`config.mk`:
```
export PLATFORM = sky130hd
export DESIGN_NAME = cla_serial_add_ctrl
export DESIGN_NICKNAME = d
export VERILOG_FILES = /design/src/rtl/cla_serial_add_ctrl.sv
export SDC_FILE = /design/constraint.sdc
export NUM_CORES = 1
export LEC_CHECK = 0
export CAP_MARGIN = 15
export CORE_MARGIN = 10
export CORE_UTILIZATION = 50
export CTS_CLUSTER_DIAMETER = 150
export DETAILED_ROUTE_END_ITERATION = 16
export GPL_TIMING_DRIVEN = 1
export PLACE_DENSITY = 0.8
export SYNTH_ARGS = -nofsm -noshare
export SYNTH_HDL_FRONTEND = slang
export SYNTH_SLANG_ARGS = --single-unit
export TNS_END_PERCENT = 20
```
`constraint.sdc`:
```
create_clock -name clk -period 6.4 [get_ports clk]
set_input_delay 0.96 -clock clk [delete_from_list [all_inputs] [get_ports clk]]
set_output_delay 0.96 -clock clk [all_outputs]
set_load 0.02 [all_outputs]
```
`src/rtl/cla_serial_add_ctrl.sv`:
```
// cla_serial_add_ctrl
// Wide add/subtract sequencer. One 8-bit carry-lookahead slice is stepped
// over NBYTES byte lanes, least significant lane first, with the carry held
// in a register between cycles. One operation is held at a time.
//
// Ports:
//   clk        clock, all state updates on the rising edge
//   rst        synchronous active-high reset
//   in_valid   requester presents operands
//   in_ready   block can accept (IDLE only)
//   a, b       W-bit operands, sampled on accept
//   sub        0: a+b, 1: a-b, sampled on accept
//   out_valid  result available (DONE only)
//   out_ready  consumer takes the result
//   sum        W-bit registered result
//   cout       carry out of the MSB (for subtract, 1 means no borrow)
//   ovf        signed two's-complement overflow
//   busy       an operation is in flight or waiting to be taken
module cla_serial_add_ctrl #(
  parameter int NBYTES = 4
) (
  input  logic                  clk,
  input  logic                  rst,
  input  logic                  in_valid,
  output logic                  in_ready,
  input  logic [8*NBYTES-1:0]   a,
  input  logic [8*NBYTES-1:0]   b,
  input  logic                  sub,
  output logic                  out_valid,
  input  logic                  out_ready,
  output logic [8*NBYTES-1:0]   sum,
  output logic                  cout,
  output logic                  ovf,
  output logic                  busy
);

  localparam int W  = 8 * NBYTES;
  localparam int IW = (NBYTES > 1) ? $clog2(NBYTES) : 1;

  typedef enum logic [1:0] {
    IDLE = 2'd0,
    ADD  = 2'd1,
    DONE = 2'd2
  } state_t;

  state_t          state;
  state_t          state_nxt;

  logic [IW-1:0]   idx;
  logic            carry;
  logic [W-1:0]    opa;
  logic [W-1:0]    opb;

  logic [7:0]      x;
  logic [7:0]      y;
  logic [7:0]      g;
  logic [7:0]      p;
  logic [8:0]      c;
  logic [7:0]      slice_sum;
  logic            last;

  // Pick the current byte lane of both operands. A lane-compare loop keeps
  // the index arithmetic free of width games for any NBYTES.
  always_comb begin
    x = '0;
    y = '0;
    for (int k = 0; k < NBYTES; k++) begin
      if (idx == IW'(k)) begin
        x = opa[8*k +: 8];
        y = opb[8*k +: 8];
      end
    end
  end

  // 8-bit lookahead slice. The carry entering bit 0 is the carry left over
  // from the previous lane (or the subtract +1 on the first lane).
  always_comb begin
    g    = x & y;
    p    = x ^ y;
    c    = '0;
    c[0] = carry;
    for (int i = 0; i < 8; i++) begin
      c[i+1] = g[i] | (p[i] & c[i]);
    end
    slice_sum = p ^ c[7:0];
    last      = (idx == IW'(NBYTES - 1));
  end

  // State register.
  always_ff @(posedge clk) begin
    if (rst) begin
      state <= IDLE;
    end else begin
      state <= state_nxt;
    end
  end

  // Next state and handshake outputs. in_ready is only high in IDLE, so an
  // in_valid seen in IDLE is an accept.
  always_comb begin
    state_nxt = state;
    in_ready  = 1'b0;
    out_valid = 1'b0;
    busy      = 1'b1;
    case (state)
      IDLE: begin
        in_ready = 1'b1;
        busy     = 1'b0;
        if (in_valid) begin
          state_nxt = ADD;
        end
      end
      ADD: begin
        if (last) begin
          state_nxt = DONE;
        end
      end
      DONE: begin
        out_valid = 1'b1;
        if (out_ready) begin
          state_nxt = IDLE;
        end
      end
      default: begin
        state_nxt = IDLE;
      end
    endcase
  end

  // Datapath registers. Subtract is folded in at accept time as A + ~B + 1,
  // so the ADD lanes never need to know which operation is running. The
  // operand registers are not reset: they are always loaded before use.
  always_ff @(posedge clk) begin
    if (rst) begin
      idx   <= '0;
      carry <= 1'b0;
      sum   <= '0;
      cout  <= 1'b0;
      ovf   <= 1'b0;
    end else begin
      case (state)
        IDLE: begin
          if (in_valid) begin
            opa   <= a;
            opb   <= sub ? ~b : b;
            carry <= sub;
            idx   <= '0;
            sum   <= '0;
          end
        end
        ADD: begin
          for (int k = 0; k < NBYTES; k++) begin
            if (idx == IW'(k)) begin
              sum[8*k +: 8] <= slice_sum;
            end
          end
          carry <= c[8];
          if (last) begin
            cout <= c[8];
            ovf  <= c[8] ^ c[7];
          end else begin
            idx <= idx + 1'b1;
          end
        end
        default: begin
        end
      endcase
    end
  end

endmodule
```
==> load_flow_metrics.sql <==
INSERT INTO impl_metrics (metric_group, metric, value, unit) VALUES
('run_status', 'status', 'completed', ''),
('synth', 'synth-adder-area-share', '0.0454', ''),
('global_routing', 'grt_first_pass_wirelength', '16100', 'um'),
('timing', 'slew-limit-headroom', '0.354', ''),
('min_path', 'worst_hold_startpoint', 'sum[30]$_SDFFE_PP0P_', ''),
('synth', 'yosys-mux-area-fraction', '0.0692', ''),
('global_routing', 'groute.layer.met2.usage', '0.254', ''),
('die', 'horizontal_extent_of_the_die', '116', 'um'),
('final_layout', 'layout-drive-gt1-share', '0.0835', ''),
('global_routing', 'global_route_usage_sum', '0.151', ''),
('critical_path', 'timing.critical_path.fanout_max', '21', ''),
('synth', 'synth_xor_area_frac', '0.0625', ''),
('clock_network', 'cts.hold.buffers_added', '0', ''),
('clock_network', 'tritoncts', 'done', ''),
('route', 'initialDrtViolationCount', '170', ''),
('clock_network', 'cts-htree-levels', '3', ''),
('die', 'die-height', '116', 'um'),
('clock_network', 'worstSkewPairLatency', '0.36', 'ns'),
('clock_network', 'post_cts.resized_instances', '0', ''),
('place', 'gp_congestion', '0.800', ''),
('critical_path', 'critical_path_arrival', '5.94', 'ns'),
('power_and_ir_drop', 'internal-power', '1040', 'uW'),
('timing', 'rsz0062_at_grt', 'no', ''),
('final_layout', 'syn_to_final_growth', '26.9', '%'),
('timing', 'timing_max_transition_violations_final', '0', ''),
('timing', 'timing_worst_slew_pin_value', '0.968', 'ns'),
('timing', 'finalHoldViolCount', '0', ''),
('power_and_ir_drop', 'cellLeakagePower', '0.00223', 'uW'),
('critical_path', 'cp.required', '6.69', 'ns'),
('synth', 'post_synthesis_instance_area', '0.00463', 'sq mm'),
('clock_network', 'max-clock-path-buffers', '2', ''),
('place', 'placed_wire_length_estimate_after_detailed_placement', '7730', 'um'),
('place', 'dpl.cell_count', '574', ''),
('final_layout', 'sequential_standard_cell_area', '0.00270', 'sq mm'),
('synth', 'yosysUniqueCellTypes', '32', ''),
('place', 'port-buffer-count', '105', ''),
('die', 'design.core.area', '0.00911', 'sq mm'),
('global_routing', 'gr-total-overflow', '0', ''),
('synth', 'synth_top_family_by_area', 'compound AO/OA/AOI/OAI gates', ''),
('route', 'drt-total-wl', '10100', 'um'),
('final_layout', 'total_of_fill_cells_in_the_finished_design', '673', ''),
('final_layout', 'multi_input_comb_area', '0.00168', 'sq mm'),
('route', 'remaining_drc_errors', '0', ''),
('power_and_ir_drop', 'p_switching', '387', 'uW'),
('route', 'route.antenna.remaining_nets', '0', ''),
('critical_path', 'cp_num_buf_inv', '2', ''),
('synth', 'synth.yosys.seq_area_share', '0.584', ''),
('global_routing', 'grt-busiest-layer', 'met2', ''),
('clock_network', 'cts_inserted_buffers', '9', ''),
('global_routing', 'met3_usage', '0.0560', ''),
('critical_path', 'timing.critical_path.cells', 'inv_1, ha_1, buf_4, o21ai_0, a22oi_1, fa_1, fa_1, fa_1, fa_1, fa_1, fa_1, fa_1, fa_1, or3_2, mux2i_1', ''),
('min_path', 'hold_class', 'reg2reg', ''),
('critical_path', 'critPathLaunch', 'idx[1]$_SDFFE_PP0P_', ''),
('power_and_ir_drop', 'sequentialPowerShare', '0.539', ''),
('synth', 'yosysWarnings', '0', ''),
('synth', 'yosys.area.top_type', 'sky130_fd_sc_hd__edfxtp_1', ''),
('global_routing', 'antenna_found_initial', '0', ''),
('critical_path', 'crit_end_category', 'flop', ''),
('final_layout', 'n_antenna_cell', '0', ''),
('synth', 'synth_top_cells_by_area', 'sky130_fd_sc_hd__edfxtp_1 (42%), sky130_fd_sc_hd__dfxtp_1 (17%), sky130_fd_sc_hd__mux2i_1 (6.9%)', ''),
('synth', 'postSynthAreaPerCell', '12.1', 'sq um'),
('synth', 'ys_ff_latch', '103', ''),
('power_and_ir_drop', 'clockPowerShare', '0.262', ''),
('global_routing', 'grt_pass1_vias', '3221', ''),
('synth', 'netlist_top_cells_count', 'sky130_fd_sc_hd__edfxtp_1 (64), sky130_fd_sc_hd__nand2_1 (52), sky130_fd_sc_hd__dfxtp_1 (39), sky130_fd_sc_hd__a21oi_1 (35)', ''),
('power_and_ir_drop', 'sw_frac_of_total', '0.272', ''),
('route', 'routed_wire_length_per_instance', '17.2', 'um'),
('timing', 'setup_violations', '0', ''),
('synth', 'synth_fp_nets', '463', ''),
('final_layout', 'fin_cells', '590', ''),
('route', 'via_count', '3085', '');
## tightest hold or removal path, stage by stage (launching register included)
cell and delay, ns:
sky130_fd_sc_hd__dfxtp_1 0.32, sky130_fd_sc_hd__nand2_1 0.05, sky130_fd_sc_hd__mux2i_1 0.06
## final timing paths
path | end | slack [ns] | cells after the start
worst min register to register | sum[30]$_SDFFE_PP0P_ | 0.47 | 2
worst max-delay path | sum[23]$_SDFFE_PP0P_ | 0.75 | 15
worst min-delay path | sum[30]$_SDFFE_PP0P_ | 0.47 | 2
worst max register to register | sum[23]$_SDFFE_PP0P_ | 0.75 | 15
## logic make-up (layout without fill, tap and decap cells)
group,count (synthesis),after routing
compound gates,80,80
xor+xnor,33,33
fa+ha+maj,12,12
buf+inv,51,148
flops,103,103
mux,32,32
simple gates,71,71
## power by group through the flow
stage	logic, uW	registers (uW)	clock network, uW
4_1_cts	286	768	379
3_5_place_dp	285	783	0
3_3_place_gp	274	782	0
2_1_floorplan	155	797	0
5_1_grt	311	772	402
6_report	283	768	373
## sequential cells by signal, summed over array words and instances (netlist names)
register / count
carry: 1
sum: 32
state: 2
ovf: 1
cout: 1
idx: 2
opa: 32
opb: 32
## final cells by class
| type | count | area share |
|---|---|---|
| timing repair buffer | 110 | 0.185 |
| inverter | 22 | 0.0141 |
| multi-input combinational | 228 | 0.286 |
| tap | 111 | 0.0237 |
| sequential | 103 | 0.460 |
| clock buffer | 10 | 0.0217 |
| clock inverter | 6 | 0.00938 |
## stage by stage
stage | utilization | cell area [sq um] | hold WS [ns] | worst slack [ns] | total power, uW
3_3_place_gp | 0.624 | 5690 | 0.447 | 0.943 | 1060
5_1_grt | 0.644 | 5870 | 0.498 | 0.500 | 1480
3_5_place_dp | 0.624 | 5690 | 0.456 | 0.768 | 1070
4_1_cts | 0.644 | 5870 | 0.470 | 0.736 | 1430
6_report | 0.644 | 5870 | 0.466 | 0.751 | 1420
2_1_floorplan | - | 4630 | 0.481 | 1.14 | 952
## cell usage in the layout (no fill, tap or decap), drive strengths merged
cell type      Yosys  final
or2b               1      1
xnor2              1      1
ha                 4      4
a22oi             17     17
xor2              32     32
o21ai             16     16
clkinv             0      2
or2                1      1
a21o               5      5
clkdlybuf4s50      0    104
a21oi             35     35
and2b              2      2
or3                8      8
buf               13      6
o211ai             1      1
nand3b             1      1
or3b               1      1
clkinvlp           0      2
clkbuf            16     10
nor2               3      3
fa                 8      8
a211oi             1      1
nand2             52     52
dfxtp             39     39
nand2b             2      2
inv               22     24
a311oi             3      3
o41ai              1      1
edfxtp            64     64
mux2i             32     32
o2111ai            1      1
## metal layers
metal  vias up  share of wire  routed length (um)
met5         -              0                   0
met4         0          0.010                 102
met3        11          0.085                 865
met2       111           0.48                4840
met1      1458           0.43                4310
li1       1505              -                   -
(Power assumes the default switching activity.)
